## src/rtl/bip_control_unit.sv

```systemverilog
// BIP I fetch/decode control: program counter, IDLE/RUN/HALT sequencing,
// combinational instruction decode into datapath strobes, and a RUN-cycle counter.
module bip_control_unit #(
  parameter int PC_WIDTH     = 11,
  parameter int INSTR_WIDTH  = 16,
  parameter int OPCODE_WIDTH = 5,
  parameter int COUNT_WIDTH  = 32
) (
  input  logic                   clk,
  input  logic                   reset,
  input  logic                   i_start,
  input  logic [INSTR_WIDTH-1:0] i_instruction,
  output logic [PC_WIDTH-1:0]    addr_program,
  output logic [PC_WIDTH-1:0]    o_operand,
  output logic [1:0]             o_sel_a,
  output logic                   o_sel_b,
  output logic                   o_op,
  output logic                   o_wr_acc,
  output logic                   o_wr_ram,
  output logic                   o_rd_ram,
  output logic                   o_running,
  output logic                   o_halted,
  output logic [COUNT_WIDTH-1:0] o_cycle_count
);

  typedef enum logic [1:0] {S_IDLE, S_RUN, S_HALT} state_t;

  localparam logic [OPCODE_WIDTH-1:0] OP_HLT  = OPCODE_WIDTH'(0);
  localparam logic [OPCODE_WIDTH-1:0] OP_STO  = OPCODE_WIDTH'(1);
  localparam logic [OPCODE_WIDTH-1:0] OP_LD   = OPCODE_WIDTH'(2);
  localparam logic [OPCODE_WIDTH-1:0] OP_LDI  = OPCODE_WIDTH'(3);
  localparam logic [OPCODE_WIDTH-1:0] OP_ADD  = OPCODE_WIDTH'(4);
  localparam logic [OPCODE_WIDTH-1:0] OP_ADDI = OPCODE_WIDTH'(5);
  localparam logic [OPCODE_WIDTH-1:0] OP_SUB  = OPCODE_WIDTH'(6);
  localparam logic [OPCODE_WIDTH-1:0] OP_SUBI = OPCODE_WIDTH'(7);

  state_t                  r_state;
  state_t                  w_next_state;
  logic [PC_WIDTH-1:0]     r_pc;
  logic [COUNT_WIDTH-1:0]  r_count;
  logic [OPCODE_WIDTH-1:0] w_opcode;
  logic                    w_is_hlt;

  function automatic logic [COUNT_WIDTH-1:0] sat_inc(input logic [COUNT_WIDTH-1:0] v);
    sat_inc = (&v) ? v : v + COUNT_WIDTH'(1);
  endfunction

  assign w_opcode  = i_instruction[INSTR_WIDTH-1 -: OPCODE_WIDTH];
  assign w_is_hlt  = (w_opcode == OP_HLT);
  assign o_operand = i_instruction[PC_WIDTH-1:0];

  assign addr_program  = r_pc;
  assign o_cycle_count = r_count;
  assign o_running     = (r_state == S_RUN);
  assign o_halted      = (r_state == S_HALT);

  always_ff @(posedge clk) begin
    if (reset) begin
      r_state <= S_IDLE;
      r_pc    <= '0;
      r_count <= '0;
    end else begin
      r_state <= w_next_state;
      if (r_state == S_RUN) begin
        r_count <= sat_inc(r_count);
        // HLT freezes the PC on its own address so the debugger sees where it stopped
        if (!w_is_hlt) r_pc <= r_pc + PC_WIDTH'(1);
      end
    end
  end

  always_comb begin
    w_next_state = r_state;
    o_sel_a      = 2'b00;
    o_sel_b      = 1'b0;
    o_op         = 1'b0;
    o_wr_acc     = 1'b0;
    o_wr_ram     = 1'b0;
    o_rd_ram     = 1'b0;
    case (r_state)
      S_IDLE: if (i_start) w_next_state = S_RUN;
      S_RUN: begin
        if (w_is_hlt) w_next_state = S_HALT;
        case (w_opcode)
          OP_STO:  o_wr_ram = 1'b1;
          OP_LD: begin
            o_rd_ram = 1'b1;
            o_wr_acc = 1'b1;
          end
          OP_LDI: begin
            o_wr_acc = 1'b1;
            o_sel_a  = 2'b01;
          end
          OP_ADD, OP_SUB: begin
            o_rd_ram = 1'b1;
            o_wr_acc = 1'b1;
            o_sel_a  = 2'b10;
            o_op     = (w_opcode == OP_SUB);
          end
          OP_ADDI, OP_SUBI: begin
            o_wr_acc = 1'b1;
            o_sel_a  = 2'b10;
            o_sel_b  = 1'b1;
            o_op     = (w_opcode == OP_SUBI);
          end
          default: ;
        endcase
      end
      default: ;
    endcase
  end

endmodule

```

## config.mk

```make
export PLATFORM = sky130hd
export DESIGN_NAME = bip_control_unit
export DESIGN_NICKNAME = d
export VERILOG_FILES = /design/src/rtl/bip_control_unit.sv
export SDC_FILE = /design/constraint.sdc
export NUM_CORES = 1
export LEC_CHECK = 0
export BUFFER_PORTS_ARGS = -buffer_cell sky130_fd_sc_hd__clkbuf_2
export CORE_ASPECT_RATIO = 2
export CORE_MARGIN = 2
export CORE_UTILIZATION = 50
export CTS_CLUSTER_SIZE = 16
export DETAILED_ROUTE_END_ITERATION = 7
export GPL_TIMING_DRIVEN = 0
export PLACE_DENSITY = 0.88
export SYNTH_ARGS = -nofsm -noshare
export SYNTH_HDL_FRONTEND = slang
export SYNTH_SLANG_ARGS = --single-unit
```

## constraint.sdc

```tcl
create_clock -name clk -period 6.2 [get_ports clk]
set_input_delay 1.55 -clock clk [delete_from_list [all_inputs] [get_ports clk]]
set_output_delay 1.55 -clock clk [all_outputs]
set_load 0.005 [all_outputs]
```

==> summary.md <==
| Metric | Value |
|---|---|
| TritonCTS clock tree | `done` |
| Outcome | `completed` |
| Most used cell, CP | `clkbuf_2` |
| Syn_area_per_cell | `8.227 µm²` |
| Post-cts repair resize count | `0` |
| Max VDD drop | `0.1882 mV` |
| Final #Nets | `385` |
| Synthesized flop and latch total | `45` |
| Via count | `2455` |
| IO Pins | `82` |
| Post-DP HPWL | `4585 µm` |
| Critical path startpoint category | `input port` |
| Critical-path cell list | `clkbuf_2 > or4_1 > nor3_1 > clkbuf_2` |
| Synth area leader | `dfxtp_1` |
| Die area | `0.005321 mm²` |
| Wirelength, routed | `6022 µm` |
| Pre-antenna DRT Iters | `4` |
| H-tree depth | `2` |
| RSZ-0062 raised after global routing | `no` |
| Worst path bufs/invs | `2` |
| Crit-path leading delay family | `simple AND/OR/NAND/NOR gates` |
| Die height | `101.2 µm` |
| Die W | `52.59 µm` |
| Clock latency on the worst-skew pair | `0.30 ns` |
| Port bufs | `70` |
| Global-route wire length before repair | `9418 µm` |
| Cell Area, Synth | `0.002361 mm²` |
| Root buffer cell | `clkbuf_8` |
| Core box area | `0.004554 mm²` |
| Ys async rst share | `0%` |
| Yosys warns | `0` |
| Max Cap Viol | `0` |
| Fin Clk Skew | `0.006299 ns` |
| Worst Max-Slew Pin Slew | `0.7227 ns` |
| Min cycle time layout | `4.117 ns` |
| Hold slack | `0.5099 ns` |
| Num Clock Sinks | `45` |
| Critical path capture point type | `output port` |
| Worst EP arrival | `2.57 ns` |
| Number of flops mapped to enable cells by yosys | `0` |
| Syn nets | `308` |
| Iter 0 DRT Violations | `41` |
| Final setup violation count | `0` |
| Worst Hold Class | `flip-flop to flip-flop` |
| Most common cell in the netlist | `dfxtp_1` |
| Final-report max-slew violation count | `0` |
| Final hold vios | `0` |
| Slowest CP cell | `or4_1` |
| Leak | `1.148 nW` |
| Initial antenna violation count | `0` |
| Pwr dens | `180.4 mW/mm²` |
| Critical setup path kind | `input port to output port` |
| Initial core utilization | `51.84%` |
| Top cells by count, synth | `dfxtp_1, a21oi_1, nor2_1` |
| Vias in the first global route | `2200` |
| Total Power | `0.5172 mW` |
| Number of remaining DRC errors | `0` |
| Hold buffer count at cts | `0` |
| CTS Buffer Depth | `2` |
| GRT Resource Usage Total | `23.13%` |
| Inserted Diodes | `0` |
| Cts bufs inserted | `5` |
| Max_slew headroom | `51.53%` |
| Top cell type's share of synthesized area | `38.16%` |
| Max frequency | `0.2429 GHz` |
| Reg2reg setup slack | `3.76 ns` |
| Antenna Nets Post-Route | `0` |
| Main synth FF type | `dfxtp_1` |
| Layout area overhead | `21.41%` |
| Largest cells by area after synthesis | `dfxtp_1, a21oi_1, nand3_1` |
| Largest net degree at the start of global routing | `13` |
| Post-Synthesis Cells | `287` |
| WP data required | `4.65 ns` |
| Clk pin slew, worst setup/hold paths | `0.08 ns` |
| CP peak stage delay | `0.58 ns` |
| Period Utilization, post-route | `66.40%` |
| GRT overflow | `0` |
| Share of cells above drive strength 1 | `26.10%` |
| Setup tns final | `0 ns` |
| WL/cell | `14.37 µm` |
| Synth cell types | `42` |
| Post-synthesis sequential area ratio | `38.16%` |
| Number of cell rows | `35` |
| GP Congestion | `0.8399` |
| Worst Path Max Fanout | `5` |
| Vias per cell | `5.859` |
| Postcts setup bufs | `0` |
where the power goes:
group          total (mW)  switching, mW  internal (mW)
combinational      0.0363         0.0191         0.0173
clock               0.186         0.0975         0.0886
sequential          0.295        0.00327          0.292
layout by cell type (no fill, tap or decap), drive strengths merged, types with 9 or more instances in the layout:
master,instances
and3,9
nand2,14
a21oi,28
nor2,22
buf,17
or4,12
o21ai,12
dfxtp,45
nand3,19
o31ai,10
nor3,11
clkbuf,86
or3,12
stage by stage:
step | util, % | area, µm² | cells | setup WS (ns)
after floorplan | - | 2361 | 287 | 2.365
after CTS | 62.94 | 2867 | 419 | 2.078
after detailed placement | 61.04 | 2780 | 412 | 2.083
after global placement | 61.04 | 2780 | 412 | 2.083
final | 62.94 | 2867 | 419 | 2.083
after global routing | 62.94 | 2867 | 419 | 2.028
sequential cells by signal, indices dropped and copies added (netlist names):
register       count
o_cycle_count     32
addr_program      11
r_state            2
per-layer routing:
layer / global-route usage [%] / wire, µm
met3: 5.457 / 272
met5: 0 / 0
met2: 43.85 / 3445
met1: 22.28 / 2173
met4: 10.45 / 131
final cells by class:
| class | instances | area [µm²] |
|---|---|---|
| repair buffers | 70 | 350.3 |
| multi-input cells | 211 | 1280 |
| clock buffers | 7 | 86.33 |
| well taps | 55 | 68.82 |
| fillers | 432 | 1688 |
| inverters | 5 | 18.77 |
| plain buffers | 26 | 161.4 |
| flip-flops and latches | 45 | 900.9 |
kinds of logic (layout without fill, tap and decap cells):
kind of cell / Yosys count / in the layout / share of synthesized area (%)
AO/OA/AOI/OAI: 60 / 60 / 15.00
XOR/XNOR: 9 / 9 / 3.338
adder cells (fa/ha/maj): 2 / 2 / 1.060
buffers and inverters: 31 / 108 / 7.631
flip-flops: 45 / 45 / 38.16
multiplexers: 6 / 6 / 2.809
AND/OR/NAND/NOR: 134 / 134 / 32.01
worst min-delay path: cells and delay by family, from the launching register on:
kind,cells,cell delay [ns]
flops,1,0.34
compound gates,2,0.12
path summary, 6_finish.rpt:
path,start,endpoint,cells after the start
worst min-delay path,o_cycle_count[10],o_cycle_count[10],2
worst min register to register,o_cycle_count[10],o_cycle_count[10],2
worst max-delay path,i_instruction[12],o_wr_ram,4
worst max register to register,o_cycle_count[22],o_cycle_count[16],6
(Power assumes the default switching activity.)
